<file path="src/rtl/commit_unit_pkg.sv">
// Shared types for the in-order commit stage: ROB head entry, instruction
// type encodings and the retirement FSM states.
package commit_unit_pkg;
  localparam int XLEN      = 32;
  localparam int ROB_IDX_W = 4;   // tag 0 means "no entry"
  localparam int REG_W     = 5;

  typedef enum logic [1:0] {
    ITYPE_BRANCH = 2'b00,
    ITYPE_STORE  = 2'b01,
    ITYPE_ALU    = 2'b10,
    ITYPE_LOAD   = 2'b11
  } itype_t;

  typedef struct packed {
    itype_t                 itype;
    logic [XLEN-1:0]        result;        // ALU/load value, store address or branch target
    logic                   branch_result; // 1 = mispredicted
    logic [XLEN-1:0]        store_data;
    logic [REG_W-1:0]       dest_reg;
    logic [ROB_IDX_W-1:0]   ROB_number;
    logic                   ready;
  } ROB_entry_t;

  typedef enum logic [1:0] {
    RUN        = 2'd0,
    STORE_WAIT = 2'd1,
    FLUSH      = 2'd2
  } commit_state_t;
endpackage

</file>
<file path="src/rtl/commit_unit_if.sv">
// ROB-head / register-file / store / redirect bundle of the commit stage.
// COMMIT_PERF_CNT_EN adds the commit and mispredict counters.
interface commit_if;
  import commit_unit_pkg::*;

  ROB_entry_t            head;
  logic                  head_ready;
  logic                  ROB_head_store;
  logic                  rob_empty;
  logic                  rd_en;
  logic                  rf_wr_en;
  logic [REG_W-1:0]      rf_wr_addr;
  logic [XLEN-1:0]       rf_wr_data;
  logic [ROB_IDX_W-1:0]  rf_clr_tag;
  logic                  st_req;
  logic [XLEN-1:0]       st_addr;
  logic [XLEN-1:0]       st_data;
  logic                  st_ack;
  logic                  flush;
  logic [XLEN-1:0]       redirect_pc;
`ifdef COMMIT_PERF_CNT_EN
  logic [31:0]           commit_cnt;
  logic [31:0]           mispredict_cnt;
`endif

  modport master (
`ifdef COMMIT_PERF_CNT_EN
    input  commit_cnt, mispredict_cnt,
`endif
    output head, head_ready, ROB_head_store, rob_empty, st_ack,
    input  rd_en, rf_wr_en, rf_wr_addr, rf_wr_data, rf_clr_tag,
    input  st_req, st_addr, st_data, flush, redirect_pc
  );

  modport slave (
`ifdef COMMIT_PERF_CNT_EN
    output commit_cnt, mispredict_cnt,
`endif
    input  head, head_ready, ROB_head_store, rob_empty, st_ack,
    output rd_en, rf_wr_en, rf_wr_addr, rf_wr_data, rf_clr_tag,
    output st_req, st_addr, st_data, flush, redirect_pc
  );
endinterface

</file>
<file path="src/rtl/commit_unit_flush_ctrl.sv">
// Mispredict latch: captures the redirect target and holds flush for
// FLUSH_CYCLES cycles via a down-counter that stops at 0.
module commit_flush_ctrl
  import commit_unit_pkg::*;
#(
  parameter int FLUSH_CYCLES = 2
) (
  input  logic            clk,
  input  logic            reset,
  input  logic            mispredict,
  input  logic [XLEN-1:0] target,
  output logic            flush_active,
  output logic            flush_last,
  output logic [XLEN-1:0] redirect_pc
);
  localparam int CW = $clog2(FLUSH_CYCLES + 1);

  logic [CW-1:0]   cnt;
  logic [XLEN-1:0] pc_q;

  always_ff @(posedge clk or negedge reset) begin
    if (!reset) begin
      cnt  <= '0;
      pc_q <= '0;
    end else if (mispredict) begin
      cnt  <= CW'(FLUSH_CYCLES);
      pc_q <= target;
    end else if (cnt != '0) begin
      cnt  <= cnt - 1'b1;
    end
  end

  assign flush_active = (cnt != '0);
  assign flush_last   = (cnt == CW'(1));
  assign redirect_pc  = flush_active ? pc_q : '0;
endmodule

</file>
<file path="src/rtl/commit_unit.sv">
// In-order commit stage: retires at most one ROB head per cycle, issues
// stores through req/ack and flushes on mispredict. COMMIT_PERF_CNT_EN adds counters.
module commit_unit
  import commit_unit_pkg::*;
#(
  parameter int FLUSH_CYCLES = 2
) (
  input  logic   clk,
  input  logic   reset,
  commit_if.slave bus
);
  commit_state_t   state_q, state_d;
  logic [XLEN-1:0] st_addr_q, st_data_q;
  logic            eligible, is_store, mispredict;
  logic            flush_active, flush_last;
  logic            rd_en, rf_wr_en, st_req;
  logic [REG_W-1:0]     rf_wr_addr;
  logic [XLEN-1:0]      rf_wr_data;
  logic [ROB_IDX_W-1:0] rf_clr_tag;

  // reset gates eligibility so nothing is retired while held in reset
  assign eligible = reset && (state_q == RUN) && !bus.rob_empty
                    && bus.head_ready && bus.head.ready;
  assign is_store = bus.ROB_head_store || (bus.head.itype == ITYPE_STORE);

  always_ff @(posedge clk or negedge reset) begin
    if (!reset) state_q <= RUN;
    else        state_q <= state_d;
  end

  always_comb begin
    state_d    = state_q;
    rd_en      = 1'b0;
    rf_wr_en   = 1'b0;
    rf_wr_addr = '0;
    rf_wr_data = '0;
    rf_clr_tag = '0;
    st_req     = 1'b0;
    mispredict = 1'b0;
    case (state_q)
      RUN: if (eligible) begin
        if (is_store) begin
          state_d = STORE_WAIT;
        end else if (bus.head.itype == ITYPE_BRANCH) begin
          rd_en = 1'b1;
          if (bus.head.branch_result) begin
            mispredict = 1'b1;
            state_d    = FLUSH;
          end
        end else begin
          rd_en      = 1'b1;
          rf_wr_en   = (bus.head.dest_reg != '0);
          rf_wr_addr = bus.head.dest_reg;
          rf_wr_data = bus.head.result;
          rf_clr_tag = bus.head.ROB_number;
        end
      end
      STORE_WAIT: begin
        st_req = 1'b1;
        if (bus.st_ack) begin
          rd_en   = 1'b1;
          state_d = RUN;
        end
      end
      FLUSH: if (flush_last) state_d = RUN;
      default: state_d = RUN;
    endcase
  end

  // store operands captured on entry so they stay stable for the whole handshake
  always_ff @(posedge clk or negedge reset) begin
    if (!reset) begin
      st_addr_q <= '0;
      st_data_q <= '0;
    end else if (eligible && is_store) begin
      st_addr_q <= bus.head.result;
      st_data_q <= bus.head.store_data;
    end
  end

  commit_flush_ctrl #(.FLUSH_CYCLES(FLUSH_CYCLES)) u_flush (
    .clk          (clk),
    .reset        (reset),
    .mispredict   (mispredict),
    .target       (bus.head.result),
    .flush_active (flush_active),
    .flush_last   (flush_last),
    .redirect_pc  (bus.redirect_pc)
  );

  assign bus.rd_en      = rd_en;
  assign bus.rf_wr_en   = rf_wr_en;
  assign bus.rf_wr_addr = rf_wr_addr;
  assign bus.rf_wr_data = rf_wr_data;
  assign bus.rf_clr_tag = rf_clr_tag;
  assign bus.st_req     = st_req;
  assign bus.st_addr    = st_req ? st_addr_q : '0;
  assign bus.st_data    = st_req ? st_data_q : '0;
  assign bus.flush      = flush_active;

`ifdef COMMIT_PERF_CNT_EN
  logic [31:0] commit_cnt_q, mispredict_cnt_q;

  always_ff @(posedge clk or negedge reset) begin
    if (!reset) begin
      commit_cnt_q     <= '0;
      mispredict_cnt_q <= '0;
    end else begin
      if (rd_en)      commit_cnt_q     <= commit_cnt_q + 32'd1;
      if (mispredict) mispredict_cnt_q <= mispredict_cnt_q + 32'd1;
    end
  end

  assign bus.commit_cnt     = commit_cnt_q;
  assign bus.mispredict_cnt = mispredict_cnt_q;
`endif
endmodule
</file>
<file path="src/flat_wrapper.sv">
// flat-port wrapper written by rule: the top's interface ports become plain ports
module commit_unit_flat import commit_unit_pkg::*;
#(
  parameter int FLUSH_CYCLES = 2
)
  (clk, reset, bus_head, bus_head_ready, bus_ROB_head_store, bus_rob_empty, bus_st_ack, bus_rd_en, bus_rf_wr_en, bus_rf_wr_addr, bus_rf_wr_data, bus_rf_clr_tag, bus_st_req, bus_st_addr, bus_st_data, bus_flush, bus_redirect_pc);
  commit_if bus_i ();
  input  logic clk;
  input  logic reset;
  input wire logic [$bits(bus_i.head)-1:0] bus_head;
  input wire logic [$bits(bus_i.head_ready)-1:0] bus_head_ready;
  input wire logic [$bits(bus_i.ROB_head_store)-1:0] bus_ROB_head_store;
  input wire logic [$bits(bus_i.rob_empty)-1:0] bus_rob_empty;
  input wire logic [$bits(bus_i.st_ack)-1:0] bus_st_ack;
  output wire logic [$bits(bus_i.rd_en)-1:0] bus_rd_en;
  output wire logic [$bits(bus_i.rf_wr_en)-1:0] bus_rf_wr_en;
  output wire logic [$bits(bus_i.rf_wr_addr)-1:0] bus_rf_wr_addr;
  output wire logic [$bits(bus_i.rf_wr_data)-1:0] bus_rf_wr_data;
  output wire logic [$bits(bus_i.rf_clr_tag)-1:0] bus_rf_clr_tag;
  output wire logic [$bits(bus_i.st_req)-1:0] bus_st_req;
  output wire logic [$bits(bus_i.st_addr)-1:0] bus_st_addr;
  output wire logic [$bits(bus_i.st_data)-1:0] bus_st_data;
  output wire logic [$bits(bus_i.flush)-1:0] bus_flush;
  output wire logic [$bits(bus_i.redirect_pc)-1:0] bus_redirect_pc;
  assign bus_i.head = bus_head;
  assign bus_i.head_ready = bus_head_ready;
  assign bus_i.ROB_head_store = bus_ROB_head_store;
  assign bus_i.rob_empty = bus_rob_empty;
  assign bus_i.st_ack = bus_st_ack;
  assign bus_rd_en = bus_i.rd_en;
  assign bus_rf_wr_en = bus_i.rf_wr_en;
  assign bus_rf_wr_addr = bus_i.rf_wr_addr;
  assign bus_rf_wr_data = bus_i.rf_wr_data;
  assign bus_rf_clr_tag = bus_i.rf_clr_tag;
  assign bus_st_req = bus_i.st_req;
  assign bus_st_addr = bus_i.st_addr;
  assign bus_st_data = bus_i.st_data;
  assign bus_flush = bus_i.flush;
  assign bus_redirect_pc = bus_i.redirect_pc;
  commit_unit #(.FLUSH_CYCLES(FLUSH_CYCLES)) u_core (.clk(clk), .reset(reset), .bus(bus_i));
endmodule
</file>
<file path="config.mk">
export PLATFORM = sky130hd
export DESIGN_NAME = commit_unit_flat
export DESIGN_NICKNAME = d
export VERILOG_FILES = /design/src/rtl/commit_unit_pkg.sv /design/src/rtl/commit_unit_if.sv /design/src/rtl/commit_unit_flush_ctrl.sv /design/src/rtl/commit_unit.sv /design/src/flat_wrapper.sv
export SDC_FILE = /design/constraint.sdc
export NUM_CORES = 1
export LEC_CHECK = 0
export ABC_AREA = 1
export CAP_MARGIN = 20
export CORE_MARGIN = 5
export CORE_UTILIZATION = 40
export CTS_BUF_LIST = sky130_fd_sc_hd__clkbuf_4 sky130_fd_sc_hd__clkbuf_8
export CTS_CLUSTER_SIZE = 25
export DETAILED_ROUTE_END_ITERATION = 6
export GPL_TIMING_DRIVEN = 0
export PLACE_DENSITY = 0.8
export RECOVER_POWER = 50
export SLEW_MARGIN = 20
export SYNTH_ARGS = -nofsm -noshare
export SYNTH_HDL_FRONTEND = slang
export SYNTH_SLANG_ARGS = --single-unit
</file>
<file path="constraint.sdc">
create_clock -name clk -period 1.35 [get_ports clk]
set_input_delay 0.27 -clock clk [delete_from_list [all_inputs] [get_ports clk]]
set_output_delay 0.27 -clock clk [all_outputs]
set_load 0.01 [all_outputs]
</file>
==> reports/qor.csv <==
metric,value,unit
Fin. Hold Viols,50,
startpoint types,flop,
"Seq/Total Area, Yosys",0.484,
cell taking the most area after synthesis,dfrtp_1,
largest family of logic cells by synthesized area,simple AND/OR/NAND/NOR gates,
initial antenna violation count,0,
final period demand of the worst path,2100,ps
max incr delay on CP,420,ps
DR pass1 iterations,5,
CTS tree,built,
CTS Root Cell,clkbuf_8,
synthesized-area fraction occupied by and/or/nand/nor cells,0.353,
ranking of synthesized cells by area,"dfrtp_1 (48%), nand2_1 (15%), inv_1 (11%)",
vias in the first global route,5823,
adder-cell share of the synthesized area,0.00484,
P_leak,5.07,nW
post-synthesis mux area share,0,
row cnt,41,
Net Switching,3.28,mW
Max clock buf depth,2,
min-delay worst type,input pin to async pin,
routed len/inst,17.1,µm
WS Path Type,flop to output port,
worst hold slack,-172,ps
Setup-failing EPs final,241,
"Slowest-stage cell, CP",dfrtp_1,
cell-internal power,6.62,mW
grt total ovfl,0,
routed vias,5934,
Worst-path clk slew,110,ps
Worst-Margin Slew,457,ps
Clock Latency Late Sink,380,ps
area delta synth->final,92.4,%
number of diodes,0,
setup slack on the worst flop-to-flop path,-440,ps
Final Skew,15.2,ps
clock network power share,0.222,
crit path DAT,1830,ps
dpl cells,1145,
Pwr Density,994,nW/µm²
CP cell instances,"nor2_2, o21ai_1, nor2_4, nand2_8, buf_12, buf_16, nor2_4, buf_6",
post-layout instance area,9960,µm²
Synth Cell Area,5170,µm²
Peak Freq,476,MHz
DRC,0,
Ports,224,
Avg Inst Size Synth,6.91,µm²
element type at the critical path end,output port,
max-slew violation count,0,
die area,15300,µm²
area fraction of the dominant cell type after synthesis,0.484,
Crit path top cell by count,nor2_4,
syn nets,834,
VDD IR max,677,µV
Fill cells,841,
post-route insts no fill,1228,
Num CTS Buffers,9,
Routed WL,21.1,mm
final antenna-violating net count,0,
Logic pwr share,0.393,
first-pass GRT wire length,29.8,mm
clk sinks,100,
failing checks,"negative hold slack, negative setup slack",
Max-cap violations,0,
utilization after layout,0.786,
Synthesis Warnings,0,
Synth Instances,749,
sw frac,0.331,
Starting DRT DRC Count,418,
slew margin rel.,0.695,
period utilization,1.56,
HPWL Detailed,12.8,mm
largest net degree at the start of global routing,53,
total negative slack,-113110,ps
All-Layer GR Usage,0.251,
WP data required,1080,ps
post-synthesis compound-gate area fraction,0.00484,
ratio of cells with drive above 1 in the final layout,0.416,
post-synth cell types,18,
worst-path fanout max,5,
XOR/XNOR Fraction of Synth Area,0.00169,
area post-placement,8260,µm²
core area,12700,µm²
global placement routability congestion,0.806,
fin nets,1136,
Chip Height,124,µm
Initial Utilization,0.408,
RSZ-0062 raised after global routing,yes,
Synth Register Bits,100,
die width,124,µm
Via-to-Cell Ratio,4.83,
final worst setup slack,-752,ps
status,"finished, violations left",
port buffer count,223,
H-tree depth,3,
Seq pwr share,0.384,
-- cells in the mapped netlist (all sizes together) --
cell type,instances
ha,2
o21ai,4
clkbuf,6
dfrtp,100
xor2,1
nor3,1
inv,146
buf,40
nand2,206
a21oi,1
nor2,144
nand3,98
-- registers in the layout (all words and copies together) (netlist names) --
name / cells
u_core.u_flush.cnt: 2
u_core.state_q: 2
u_core.u_flush.pc_q: 32
u_core.st_addr_q: 32
u_core.st_data_q: 32
-- metal layers --
| layer | vias up | GRT usage | wire (µm) |
|---|---|---|---|
| met4 | 0 | 0.0671 | 432 |
| met1 | 2875 | 0.293 | 7740 |
| met3 | 34 | 0.0795 | 1790 |
| met5 | - | 0 | 0 |
| met2 | 232 | 0.446 | 11100 |
| li1 | 2793 | - | - |
-- power by group through the flow --
stage	sequential (mW)	combinational, mW	clock (mW)
3_5_place_dp	3.84	2.32	0
6_report	3.80	3.89	2.20
2_1_floorplan	3.77	1.38	0
3_3_place_gp	3.82	2.25	0
4_1_cts	3.78	3.51	2.19
5_1_grt	3.87	4.19	2.31
-- final timing paths --
path	cells past startpoint	end	start
worst max-delay path	8	bus_rf_wr_data[19]	u_core.state_q[1]
worst min-delay path	1	u_core.u_flush.pc_q[19]	reset
worst max register to register	12	u_core.u_flush.pc_q[25]	u_core.state_q[1]
worst min register to register	2	u_core.st_data_q[3]	u_core.st_data_q[3]
max in group asynchronous	2	u_core.st_data_q[3]	reset
min in group clk	3	u_core.st_data_q[1]	bus_head[11]
-- repair_timing --
item / 4_1_cts / 5_1_grt
hold endpoints to repair: 50 / 50
resized for setup: 740 / 147
buffers inserted: 39 / 18
setup endpoints to repair: 237 / 241
cloned: 12 / 7
pin swaps: 36 / 26
-- worst max-delay path: cells and delay by family, from the launching register on --
kind / cells / cell delay, ps
AND/OR/NAND/NOR: 4 / 490
flip-flops: 1 / 420
buffers and inverters: 3 / 400
AO/OA/AOI/OAI: 1 / 130
-- metrics by stage --
stage | power (mW) | worst slack [ps]
finish | 9.90 | -752
floorplan | 5.15 | -82.1
CTS | 9.48 | -755
detailed placement | 6.15 | -1190
global placement | 6.07 | -4680
global route | 10.4 | -832
-- layout by cell type (no fill, tap or decap), types with 3 or more instances in the layout --
cell type / n
buf_12: 18
buf_16: 4
buf_2: 69
buf_4: 17
buf_6: 110
buf_8: 19
bufbuf_16: 3
clkbuf_16: 11
clkbuf_8: 13
clkdlybuf4s50_1: 81
clkinv_2: 3
dfrtp_1: 100
inv_1: 142
nand2_1: 182
nand2_2: 20
nand3_1: 96
nor2_1: 7
nor2_2: 51
nor2_4: 86
-- layout make-up --
type	count	area, µm²	share of cell area
flip-flops and latches	100	2500	0.251
clock buffers	11	145	0.0146
clock inverters	5	75.1	0.00754
plain buffers	42	520	0.0523
well taps	172	215	0.0216
repair buffers	295	3180	0.320
multi-input cells	457	2760	0.277
inverters	146	553	0.0555
-- kinds of logic after synthesis --
kind of cell	count (synthesis)
AO/OA/AOI/OAI	5
XOR/XNOR	1
adder cells (fa/ha/maj)	2
buffers and inverters	192
flip-flops	100
AND/OR/NAND/NOR	449
Power figures use the tool's default switching activity.
